**src/rtl/fix_msg_fifo.sv**
```systemverilog
// fix_msg_fifo: byte-wide store-and-forward buffer between the FIX engine
// transmit port and the downstream receiver. A write-side trailer detector
// marks the terminating SOH of "<SOH>10=ddd<SOH>". Downstream sees only
// bytes that belong to fully written messages.
module fix_msg_fifo #(
  parameter int SIZE   = 64,
  parameter int ADDR_W = 6,
  parameter int CNT_W  = 7
) (
  input  logic             clk,
  input  logic             rst,
  input  logic             fifo_write_i,
  input  logic [7:0]       message_i,
  output logic             fifo_full_o,
  output logic             rd_valid_o,
  input  logic             rd_ready_i,
  output logic [7:0]       rd_data_o,
  output logic             rd_first_o,
  output logic             rd_last_o,
  output logic [CNT_W-1:0] msg_count_o,
  output logic             overflow_o
);

  typedef enum logic [2:0] {
    S_IDLE, S_SOH, S_ONE, S_ZERO, S_EQ, S_D1, S_D2, S_D3
  } state_t;

  logic [8:0]        r_mem [SIZE];
  logic [ADDR_W-1:0] r_wr_ptr, r_rd_ptr;
  logic [CNT_W-1:0]  r_count, r_msg_cnt;
  logic              r_full, r_first, r_ovf;
  state_t            r_state;

  logic              w_wr, w_rd, w_rd_last, w_done, w_done_acc, w_flush;
  logic              w_is_soh, w_digit;
  logic [8:0]        w_head;
  logic [CNT_W-1:0]  w_count_nxt;
  state_t            w_state_nxt;

  assign w_is_soh = (message_i == 8'h01);
  assign w_digit  = (message_i >= 8'h30) && (message_i <= 8'h39);

  // Writes are judged against the registered full flag, so a write in a
  // full cycle is dropped even if a read frees a slot in the same cycle.
  assign w_wr       = fifo_write_i && !r_full;
  assign w_done_acc = w_wr && w_done;

  assign w_head     = r_mem[r_rd_ptr];
  assign rd_valid_o = (r_msg_cnt != '0);
  assign w_rd       = rd_valid_o && rd_ready_i;
  assign w_rd_last  = w_rd && w_head[8];

  // Buffer packed with an unterminated message can never drain: flush it.
  assign w_flush     = (r_count == CNT_W'(SIZE)) && (r_msg_cnt == '0);
  assign w_count_nxt = r_count + CNT_W'(w_wr) - CNT_W'(w_rd);

  assign rd_data_o   = w_head[7:0];
  assign rd_last_o   = rd_valid_o && w_head[8];
  assign rd_first_o  = r_first;
  assign fifo_full_o = r_full;
  assign msg_count_o = r_msg_cnt;
  assign overflow_o  = r_ovf;

  // Trailer matcher: next state and end-of-message detection for the current byte.
  always_comb begin
    w_state_nxt = w_is_soh ? S_SOH : S_IDLE;
    w_done      = 1'b0;
    case (r_state)
      S_SOH:  if (message_i == 8'h31) w_state_nxt = S_ONE;
      S_ONE:  if (message_i == 8'h30) w_state_nxt = S_ZERO;
      S_ZERO: if (message_i == 8'h3D) w_state_nxt = S_EQ;
      S_EQ:   if (w_digit) w_state_nxt = S_D1;
      S_D1:   if (w_digit) w_state_nxt = S_D2;
      S_D2:   if (w_digit) w_state_nxt = S_D3;
      S_D3:   if (w_is_soh) begin
                w_done      = 1'b1;
                w_state_nxt = S_IDLE;
              end
      default: ;
    endcase
  end

  // Storage write: byte plus end-of-message flag.
  always_ff @(posedge clk) begin
    if (!rst && w_wr) r_mem[r_wr_ptr] <= {w_done, message_i};
  end

  // Pointers, counters, trailer state and status flags.
  always_ff @(posedge clk) begin
    if (rst) begin
      r_wr_ptr  <= '0;
      r_rd_ptr  <= '0;
      r_count   <= '0;
      r_msg_cnt <= '0;
      r_full    <= 1'b0;
      r_first   <= 1'b1;
      r_ovf     <= 1'b0;
      r_state   <= S_IDLE;
    end else if (w_flush) begin
      r_wr_ptr  <= '0;
      r_rd_ptr  <= '0;
      r_count   <= '0;
      r_full    <= 1'b0;
      r_first   <= 1'b1;
      r_ovf     <= 1'b1;
      r_state   <= S_IDLE;
    end else begin
      if (w_wr) begin
        r_wr_ptr <= r_wr_ptr + 1'b1;
        r_state  <= w_state_nxt;
      end
      if (fifo_write_i && r_full) r_ovf <= 1'b1;
      if (w_rd) begin
        r_rd_ptr <= r_rd_ptr + 1'b1;
        r_first  <= w_rd_last;
      end
      r_count   <= w_count_nxt;
      r_full    <= (w_count_nxt == CNT_W'(SIZE));
      r_msg_cnt <= r_msg_cnt + CNT_W'(w_done_acc) - CNT_W'(w_rd_last);
    end
  end

endmodule

```
**config.mk**
```make
export PLATFORM = sky130hd
export DESIGN_NAME = fix_msg_fifo
export DESIGN_NICKNAME = d
export VERILOG_FILES = /design/src/rtl/fix_msg_fifo.sv
export SDC_FILE = /design/constraint.sdc
export NUM_CORES = 1
export LEC_CHECK = 0
export BUFFER_PORTS_ARGS = -buffer_cell sky130_fd_sc_hd__clkbuf_2
export CELL_PAD_IN_SITES_DETAIL_PLACEMENT = 0
export CELL_PAD_IN_SITES_GLOBAL_PLACEMENT = 2
export CORE_MARGIN = 2
export CORE_UTILIZATION = 47
export CTS_BUF_LIST = sky130_fd_sc_hd__clkbuf_8
export DETAILED_ROUTE_END_ITERATION = 8
export HOLD_SLACK_MARGIN = 0.06
export PLACE_DENSITY_LB_ADDON = 0.12
export SETUP_SLACK_MARGIN = 0.02
export SYNTH_ARGS = -nofsm -noshare
export SYNTH_HDL_FRONTEND = slang
export SYNTH_SLANG_ARGS = --single-unit
```
**constraint.sdc**
```tcl
create_clock -name clk -period 3.4 [get_ports clk]
set_input_delay 0.17 -clock clk [delete_from_list [all_inputs] [get_ports clk]]
set_output_delay 0.17 -clock clk [all_outputs]
set_load 0.005 [all_outputs]
```
==> metrics.yaml, run 1 <==
yosys:
  ys_types: 48
  synth_fp_nets: 1237
  synth_seq_cells: 614
  syn_inst: 1204
  yosys.area.top_type_share: 0.712
  synth_warnings: 0
  synth.most_common_cell: "edfxtp_1"
  ys.flop_type: "edfxtp_1"
  netlist_top_cells_area: "edfxtp_1, mux4_2, dfxtp_1"
  yosys.area.top_type: "edfxtp_1"
  synthArstFlopShare: 0
  synth_area_sq_um: 24300
  synth_edf_count: 576
  seq_area_frac_synth: 0.743
  synthTopCellsByCount: "edfxtp_1, mux4_2, nor2_1, nand2_1, dfxtp_1"
  postSynthAreaPerCell_sq_um: 20.2
power:
  peakVddDrop_uv: 408
  switching_power_uw: 5330
  p_leak_uw: 0.00929
  switching_share: 0.273
  power_frac_comb: 0.251
  power_density_nw_per_um2: 678
  fin_total_pwr_uw: 19500
  p_clk_frac: 0.313
  p_seq_frac: 0.436
  intPower_uw: 14200
min_path:
  min_path_type: "in2reg"
  min_path_cells: 6
critical_path:
  worstSetupPathType: "reg2reg"
  cp.arrival_ns: 4.26
  crit_path_end_kind: "flip-flop"
  crit_path_top_delay_cell: "or3b_4"
  worstPathMaxFanout: 3
  r2r.worst_path.cells: 18
  crit_chain: "buf_6 > buf_6 > mux4_2 > nand2_1 > nand3_1 > or3b_4 > or3_4 > o21ai_4 > ha_4 > inv_2 > ha_4 > fa_2 > a21oi_2 > o21bai_1 > a21oi_1 > nor2_1 > or3_1 > a21oi_1"
  cp.required_ns: 4.04
  cp_slowest_stage_delay_ns: 0.41
  startpoint_type: "flip-flop"
cells_and_area:
  fin_cells: 2193
  fillerInstances: 3975
  final_util: 0.563
  area_growth_pct: 18.6
  final_layout_size_suffix_gt1_frac: 0.349
  layout.nets: 1470
clock_network:
  worstSkewPairLatency_ns: 0.71
  clkTransAtPathRegs_ns: 0.06
  clock_path_buffers: 3
  root_buffer: "clkbuf_8"
  cts_made_buffers: 100
  cts.sinks: 614
  tritoncts: "yes"
  h-tree-depth: 3
floorplan:
  die_w_um: 231
  num_rows: 83
  ios: 32
  core_area_sq_um: 51200
  fp.dieArea_sq_um: 53500
  die_y_um: 231
  start_util: 0.474
routing:
  drt-vias-per-instance: 5.65
  wl_per_cell_um: 26.5
  drc: 0
  vias: 12400
  drtIter0Drc: 1199
  firstDrtPassIters: 5
  drtAntennaViolNets: 0
  drt-total-wl_mm: 58.2
timing:
  finalSetupTns_ns: -0.259
  drv_slew: 0
  max_freq_mhz: 276
  min_period_ns: 3.62
  rsz0062_at_grt: "yes"
  hold_violations: 0
  slew_headroom: 0.490
  finalWorstSetupSlack_ns: -0.222
  final.setup_skew_ns: 0.0344
  tightest_slew_ns: 0.765
  min_period_over_period: 1.07
  setup_viol: 4
  whs_ns: 0.153
global_route:
  grtUsageTotal: 0.224
  grt_pass1_wl_mm: 85.0
  grt_pass1_vias: 12700
  grt_antenna_before_repair: 2
  gr-total-overflow: 0
  grt_start_max_net_pins: 68
placed_design:
  gp_congestion: 0.805
  dp_cells: 1973
  hpwl_mm: 34.2
  numPortBuffers: 31
run_status:
  violations: "setup timing"
  outcome: "complete, but fails checks"
job:
  cap_violations: 0
[power groups by stage]
stage	Sequential, uW	Combinational, uW	Clock [uW]
floorplan	8600	2730	0
global placement	8650	4020	0
detailed placement	8650	4010	0
CTS	8500	4830	6270
global route	8520	5280	6590
finish	8510	4910	6110
[area by class of cell]
class                      count  area [sq um]  share of cell area
tap                          680           851              0.0295
timing repair buffer         193          1820              0.0632
antenna                        1          2.50           0.0000869
inverter                      16          60.1             0.00208
clock inverter                67           382              0.0132
multi-input combinational    512          6110               0.212
sequential                   614         18100               0.627
clock buffer                 110          1510              0.0526
[layout by cell type, fill, tap and decap left out, drive strengths merged, types with 14 or more instances in the layout]
master / n
a21oi: 21
buf: 151
clkbuf: 143
clkinv: 29
dfxtp: 38
edfxtp: 576
ha: 19
inv: 49
mux2i: 16
mux4: 168
nand2: 51
nor2: 100
nor2b: 14
[per-layer routing]
layer / global-route usage / part of all wire / vias up
met4: 0.0744 / 0.021 / 2
met2: 0.334 / 0.46 / 438
met1: 0.325 / 0.45 / 6490
met5: 0 / 0.00017 / -
met3: 0.0538 / 0.073 / 68
li1: - / - / 5387
[timing repair]
action,CTS,global route
gates resized for setup,60,20
cloned,8,1
hold buffers,9,0
setup buffers,22,2
pin swaps,9,20
setup endpoints to repair,11,14
endpoints found under the hold margin,32,0
[flip-flops by register name, indices dropped and copies added, names as in the netlist, named ones only]
register and count:
overflow_o 1, fifo_full_o 1, r_count 7, msg_count_o 7, r_wr_ptr 6, r_state 3
r_mem 576, rd_first_o 1, r_rd_ptr 6
[per-stage QoR]
step                      setup WS (ns)  cell area, sq um
after global routing             -0.398             28800
after detailed placement         -0.194             25900
after CTS                        -0.173             28600
after global placement           -0.187             25900
after floorplan                  0.0235             24300
final                            -0.222             28800
[path summary, 6_finish.rpt]
| check | start | endpoint | slack (ns) |
|---|---|---|---|
| worst max-delay path | flip-flop | msg_count_o[6] | -0.22 |
| worst min register to register | r_rd_ptr[1] | flip-flop | 0.52 |
| worst max register to register | flip-flop | msg_count_o[6] | -0.22 |
| worst min-delay path | message_i[2] | r_state[0] | 0.15 |
[cells by family after synthesis]
group / share of synthesized area
buf+inv: 0.0156
compound gates: 0.0182
simple gates: 0.0405
mux: 0.163
flops: 0.743
fa+ha+maj: 0.0114
xor+xnor: 0.00757
[worst max-delay path, delay by kind of cell, from the launching register on]
family	cells	cell delay, ns
AND/OR/NAND/NOR	6	1.35
multiplexers	1	0.33
buffers and inverters	3	0.28
flip-flops	1	0.35
AO/OA/AOI/OAI	5	0.56
adder cells (fa/ha/maj)	3	0.69
Power figures use the tool's default switching activity.
==> run 2: changes to the inputs <==
Settings changed: ABC_AREA set to 1, CORE_UTILIZATION 47 to 41.
==> metrics.yaml, run 2 <==
cells_and_area:
  largest_register_ffs: 576  # unchanged
  largest_register: "r_mem"
  final_cell_mix: "edfxtp_1, nand2_1, nor2_1, nand3_1, o21ai_1"
  area_growth_pct: 15.1
  final_common_cell: "edfxtp_1"
  final_layout_size_suffix_gt1_frac: 0.138  # -0.210
  layout.nets: 2365  # +61%
  fillerInstances: 5588  # +41%
yosys:
  synth_seq_cells: 614  # unchanged
  yosys.area.top_type: "edfxtp_1"
  synthTopCellsByCount: "edfxtp_1, nand2_1, nor2_1, nand3_1, o21ai_1"
  synthArstFlopShare: 0  # unchanged
  postSynthAreaPerCell_sq_um: 11.6  # -42%
  synth_area_sq_um: 25200  # +3.7%
  yosys.area.top_type_share: 0.687  # -0.0254
  synth_fp_nets: 2200  # +78%
  netlist_top_cells_area: "edfxtp_1, nand2_1, nor2_1"
  synth_warnings: 0  # unchanged
  synth_edf_count: 576  # unchanged
  ys.flop_type: "edfxtp_1"
  ys_types: 31  # -35%
  seq_area_frac_synth: 0.717  # -0.0265
  syn_inst: 2167  # +80%
  synth.most_common_cell: "edfxtp_1"
placed_design:
  hpwl_mm: 41.7  # +22%
  dpl_worst_slack_ns: 0.153  # +0.347 ns
  gp_congestion: 0.802  # -0.42%
  numPortBuffers: 31  # unchanged
critical_path:
  crit_path_end_kind: "flip-flop"
  cp_top_family: "buffers and inverters"
  crit_chain: "dlygate4sd3_1 > clkbuf_2 > nand2_1 > nor3_1 > dlygate4sd3_1 > buf_4 > and3_1 > and3_4 > nand2_1 > ha_1 > inv_1 > ha_1 > fa_1 > nand3_1 > nand2_1 > a21oi_1 > o21bai_1 > o21ai_1 > a21oi_1"
  worstSetupPathType: "in2reg"
  worstPathMaxFanout: 3  # unchanged
  cp_slowest_stage_delay_ns: 0.57  # +0.16 ns
  startpoint_type: "input port"
  crit_top_cell: "nand2_1"
  cp.arrival_ns: 3.79  # -0.47 ns
  cp.required_ns: 3.97  # -0.07 ns
  crit_path_top_delay_cell: "dlygate4sd3_1"
  path_buf_inv: 5  # +2
clock_network:
  cts.sinks: 614  # unchanged
  root_buffer: "clkbuf_8"
  tritoncts: "yes"
  worstSkewPairLatency_ns: 0.70  # about the same
  clkTransAtPathRegs_ns: 0.06  # about the same
  clock_path_buffers: 3  # unchanged
  cts_made_buffers: 104  # +4.0%
  h-tree-depth: 3  # unchanged
timing:
  finalSetupTns_ns: 0  # +0.259 ns
  whs_ns: 0.132  # -0.0208 ns
  drv_slew: 0  # unchanged
  max_freq_mhz: 311  # +13%
  rsz0062_at_grt: "yes"
  slew_headroom: 0.389  # -0.101
  hold_violations: 0  # unchanged
  finalWorstSetupSlack_ns: 0.185  # +0.407 ns
  tightest_slew_ns: 0.916  # +0.151 ns
  setup_viol: 0  # -4
  final.setup_skew_ns: 0.0204  # -0.0140 ns
  min_period_over_period: 0.946  # -0.120
  min_period_ns: 3.22  # -0.407 ns
global_route:
  grtUsageTotal: 0.222  # -0.00135
  grt_start_max_net_pins: 73  # +7.4%
  gr-total-overflow: 0  # unchanged
  grt_pass1_wl_mm: 105  # +24%
  grt_antenna_before_repair: 1  # -1
  grt_pass1_vias: 16700  # +32%
routing:
  drtIter0Drc: 1201  # +0.17%
  drc: 0  # unchanged
  vias: 17000  # +37%
  drtAntennaViolNets: 0  # unchanged
  drt-total-wl_mm: 70.4  # +21%
  drt-vias-per-instance: 5.31  # -6.0%
  wl_per_cell_um: 22.0  # -17%
  firstDrtPassIters: 7  # +2
min_path:
  min_path_type: "in2reg"
power:
  power_density_nw_per_um2: 656  # -3.1%
  p_leak_uw: 0.0105  # +13%
  peakVddDrop_uv: 335  # -18%
floorplan:
  ios: 32  # unchanged
  fp.dieArea_sq_um: 63400  # +19%
  die_w_um: 252  # +8.9%
  start_util: 0.416  # -0.0587
  core_area_sq_um: 60600  # +18%
  num_rows: 90  # +8.4%
  die_y_um: 252  # +8.9%
run_status:
  outcome: "finished, final reports clean"
job:
  cap_violations: 0  # unchanged
-- run 2: changes by cell type in the layout (fill, tap and decap cells not counted), moves of 11 or more --
cell | before | now
clkinv_2 | 7 | 18
o21ai_0 | 6 | 116
nand3_1 | 7 | 159
o22ai_1 | 1 | 104
mux2i_1 | 16 | 0
nor2_1 | 100 | 310
o21ai_1 | 0 | 145
mux4_2 | 168 | 0
buf_16 | 13 | 1
nand2_1 | 51 | 391
a21oi_1 | 18 | 62
inv_2 | 2 | 16
inv_1 | 43 | 93
-- run 2: area by class of cell --
type,count,area [sq um],share of cell area
Sequential cell,614,18100,0.623
Multi-Input combinational cell,1348,6250,0.216
Antenna cell,1,2.50,0.0000863
Clock inverter,79,425,0.0147
Timing Repair Buffer,183,1440,0.0496
Tap cell,782,978,0.0338
Clock buffer,108,1490,0.0513
Inverter,81,328,0.0113
-- run 2: through the flow --
| step | util | power, uW | std cells | instance area [sq um] |
|---|---|---|---|---|
| after floorplan | - | 11500 | 2167 | 25200 |
| after global routing | 0.478 | 20100 | 3196 | 29000 |
| final | 0.478 | 19000 | 3196 | 29000 |
| after detailed placement | 0.443 | 13000 | 2996 | 26800 |
| after global placement | 0.443 | 12900 | 2996 | 26800 |
| after CTS | 0.476 | 19100 | 3192 | 28900 |
-- run 2: metal layers --
metal | global-route usage | vias up | part of all wire
met4 | 0.0590 | 0 | 0.016
met2 | 0.358 | 420 | 0.47
met3 | 0.0400 | 80 | 0.055
met1 | 0.311 | 8385 | 0.46
li1 | - | 8073 | -
met5 | 0 | - | 0
-- run 2: worst paths after layout --
path	startpoint	end	slack (ns)	cells after the start
worst max-delay path	message_i[0]	msg_count_o[6]	0.18	19
worst max register to register	flip-flop	msg_count_o[6]	0.29	21
worst min register to register	r_rd_ptr[5]	r_rd_ptr[5]	0.46	1
worst min-delay path	message_i[6]	r_state[0]	0.13	8
-- run 2: power by group --
part	leakage (uW)	internal, uW	total (uW)	switching [uW]
logic	0.00387	1440	4390	2950
registers	0.00553	8380	8490	111
clock network	0.00110	3170	6140	2970
-- run 2: worst reg2reg max path, delay by kind of cell (launching register included) --
| kind | cells | cell delay, ns |
|---|---|---|
| adders and majority gates | 3 | 0.90 |
| AOI/OAI and AO/OA | 4 | 0.41 |
| and+or+nand+nor | 11 | 1.04 |
| DFF | 1 | 0.45 |
| buffers and inverters | 3 | 0.20 |
-- run 2: cell families after synthesis --
kind of cell             count (synthesis)  synth area share
XOR/XNOR                                 8           0.00278
adder cells (fa/ha/maj)                 21            0.0110
AO/OA/AOI/OAI                          434            0.0920
buffers and inverters                  205            0.0353
flip-flops                             614             0.717
AND/OR/NAND/NOR                        885             0.142
-- run 2: what timing repair did --
action	in CTS	in global routing
endpoints found under the setup margin	1	8
resized for setup	1	17
hold buffers	9	0
buffers inserted	0	1
endpoints found under the hold margin	24	0
cloned	0	2
==> run 3: changes to the inputs <==
Settings changed: RECOVER_POWER set to 100, TNS_END_PERCENT set to 10.
==> metrics.yaml, run 3 (synthesis gave the netlist of run 2 again) <==
min_path:
  min_path_type: "in2reg"
  min_path_cells: 7  # -1
  min-delay-start: "message_i[4]"
  hold_end: "r_state[0]"
routing:
  wl_per_cell_um: 22.0  # about the same
  drc: 0  # unchanged
  drt-vias-per-instance: 5.30  # about the same
  firstDrtPassIters: 7  # unchanged
  vias: 17000  # -0.012%
  drtIter0Drc: 1286  # +7.1%
  drt-total-wl_mm: 70.4  # about the same
  drtAntennaViolNets: 0  # unchanged
run_status:
  outcome: "complete, but fails checks"
  violations: "capacitance limit, slew limit"
global_route:
  gr-total-overflow: 0  # unchanged
  grt_pass1_wl_mm: 105  # unchanged
  grt_antenna_before_repair: 1  # unchanged
  grt_start_max_net_pins: 73  # unchanged
  grt_pass1_vias: 16700  # unchanged
  grtUsageTotal: 0.222  # unchanged
placed_design:
  hpwl_mm: 41.7  # unchanged
  numPortBuffers: 31  # unchanged
  gp_congestion: 0.802  # unchanged
clock_network:
  worstSkewPairLatency_ns: 0.70  # about the same
  clock_path_buffers: 3  # unchanged
  cts.sinks: 614  # unchanged
  h-tree-depth: 3  # unchanged
  tritoncts: "yes"
  clkTransAtPathRegs_ns: 0.06  # about the same
  root_buffer: "clkbuf_8"
  cts_made_buffers: 104  # unchanged
cells_and_area:
  final_common_cell: "edfxtp_1"
  largest_register_ffs: 576  # unchanged
  area_growth_pct: 13.7
  final_cell_mix: "edfxtp_1, nand2_1, nor2_1, nand3_1, o21ai_1"
  final_layout_size_suffix_gt1_frac: 0.0974  # -0.0410
  largest_register: "r_mem"
  fillerInstances: 5657  # +1.2%
  layout.nets: 2365  # unchanged
power:
  p_seq_frac: 0.447  # about the same
  switching_share: 0.317  # about the same
  intPower_uw: 13000  # about the same
  p_clk_frac: 0.323  # about the same
  p_leak_uw: 0.0101  # -3.6%
  peakVddDrop_uv: 334  # about the same
  power_density_nw_per_um2: 664  # +1.2%
  power_frac_comb: 0.230  # about the same
  switching_power_uw: 6040  # about the same
job:
  cap_violations: 7  # +7
timing:
  whs_ns: 0.152  # +0.0197 ns
  tightest_slew_ns: 1.70  # +0.785 ns
  hold_violations: 0  # unchanged
  min_period_ns: 3.22  # +0.00306 ns
  max_freq_mhz: 311  # about the same
  drv_slew: 466  # +466
  slew_headroom: -0.134  # -0.523
  min_period_over_period: 0.947  # about the same
  rsz0062_at_grt: "no"
  final.setup_skew_ns: 0.0220  # +0.00155 ns
  setup_viol: 0  # unchanged
  finalSetupTns_ns: 0  # unchanged
floorplan:
  num_rows: 90  # unchanged
  die_w_um: 252  # unchanged
  start_util: 0.416  # unchanged
  core_area_sq_um: 60600  # unchanged
  die_y_um: 252  # unchanged
  ios: 32  # unchanged
  fp.dieArea_sq_um: 63400  # unchanged
critical_path:
  ff2ff_setup_slack_ns: 0.30  # about the same
  crit_path_end_kind: "flip-flop"
  cp_slowest_stage_delay_ns: 0.57  # about the same
  cp.arrival_ns: 3.79  # about the same
  startpoint_type: "input port"
  crit_path_top_delay_cell: "dlygate4sd3_1"
  cp.required_ns: 3.97  # about the same
  worstSetupPathType: "in2reg"
  crit_top_cell: "nand2_1"
  worstPathMaxFanout: 3  # unchanged
  r2r.worst_path.cells: 21  # unchanged
  crit_chain: "dlygate4sd3_1 > clkbuf_1 > nand2_1 > nor3_1 > dlygate4sd3_1 > buf_4 > and3_1 > and3_4 > nand2_1 > ha_1 > inv_1 > ha_1 > fa_1 > nand3_1 > nand2_1 > a21oi_2 > o21bai_1 > o21ai_1 > a21oi_1"
  r2r_end: "msg_count_o[6]"
run 3: cell types whose count changed in the layout (fill, tap and decap cells not counted), sizes merged:
| cell | previous run | this run |
|---|---|---|
| buf | 141 | 51 |
| clkbuf | 141 | 231 |
| clkinv | 41 | 43 |
| inv | 114 | 112 |
| diode | 1 | 2 |
run 3: worst max-delay path by stage:
stage | startpoint | end | depth (start not counted)
after floorplan | message_i[1] | msg_count_o[6] | 16
after CTS | flip-flop | rd_data_o[4] | 11
after global routing | flip-flop | rd_data_o[4] | 11
after detailed placement | flip-flop | msg_count_o[6] | 20
final | message_i[0] | msg_count_o[6] | 19
after global placement | flip-flop | msg_count_o[6] | 20
run 3: power groups by stage:
stage	Combinational (uW)	Sequential [uW]	Clock [uW]
5_1_grt	4930	8510	6650
3_3_place_gp	4310	8630	0
2_1_floorplan	2920	8600	0
4_1_cts	4350	8480	6300
3_5_place_dp	4320	8630	0
6_report	4380	8490	6150
run 3: layout make-up:
class | instances | area, sq um | share of cell area
Multi-Input combinational cell | 1348 | 6250 | 0.218
Sequential cell | 614 | 18100 | 0.631
Antenna cell | 2 | 5.00 | 0.000175
Tap cell | 782 | 978 | 0.0342
Clock buffer | 108 | 1490 | 0.0519
Timing Repair Buffer | 183 | 1100 | 0.0384
Inverter | 81 | 328 | 0.0114
Clock inverter | 79 | 425 | 0.0149
run 3: metrics by stage:
step / power [uW] / cell area, sq um / setup slack (ns) / util / cells
5_1_grt: 20100 / 28600 / 0.0228 / 0.473 / 3196
6_report: 19000 / 28600 / 0.182 / 0.473 / 3197
2_1_floorplan: 11500 / 25200 / 0.151 / - / 2167
3_3_place_gp: 12900 / 26800 / 0.157 / 0.443 / 2996
4_1_cts: 19100 / 28900 / 0.0823 / 0.476 / 3192
3_5_place_dp: 13000 / 26800 / 0.153 / 0.443 / 2996
run 3: worst max-delay path, delay by kind of cell:
kind,cells,cell delay (ns)
AND/OR/NAND/NOR,7,0.97
adder cells (fa/ha/maj),3,0.92
AO/OA/AOI/OAI,4,0.40
buffers and inverters,5,1.35
run 3: repair_timing:
| item | CTS | global route |
|---|---|---|
| setup buffers | 0 | 1 |
| hold buffers | 9 | 0 |
| resized for setup | 1 | 18 |
| setup endpoints to repair | 1 | 8 |
| endpoints found under the hold margin | 24 | 0 |
| gates cloned | 0 | 2 |
run 3: routing by layer:
layer / global-route usage / up-vias / part of all wire
met5: 0 / - / 0
met2: 0.358 / 444 / 0.47
met1: 0.311 / 8359 / 0.46
met4: 0.0590 / 0 / 0.016
met3: 0.0400 / 76 / 0.058
li1: - / 8077 / -
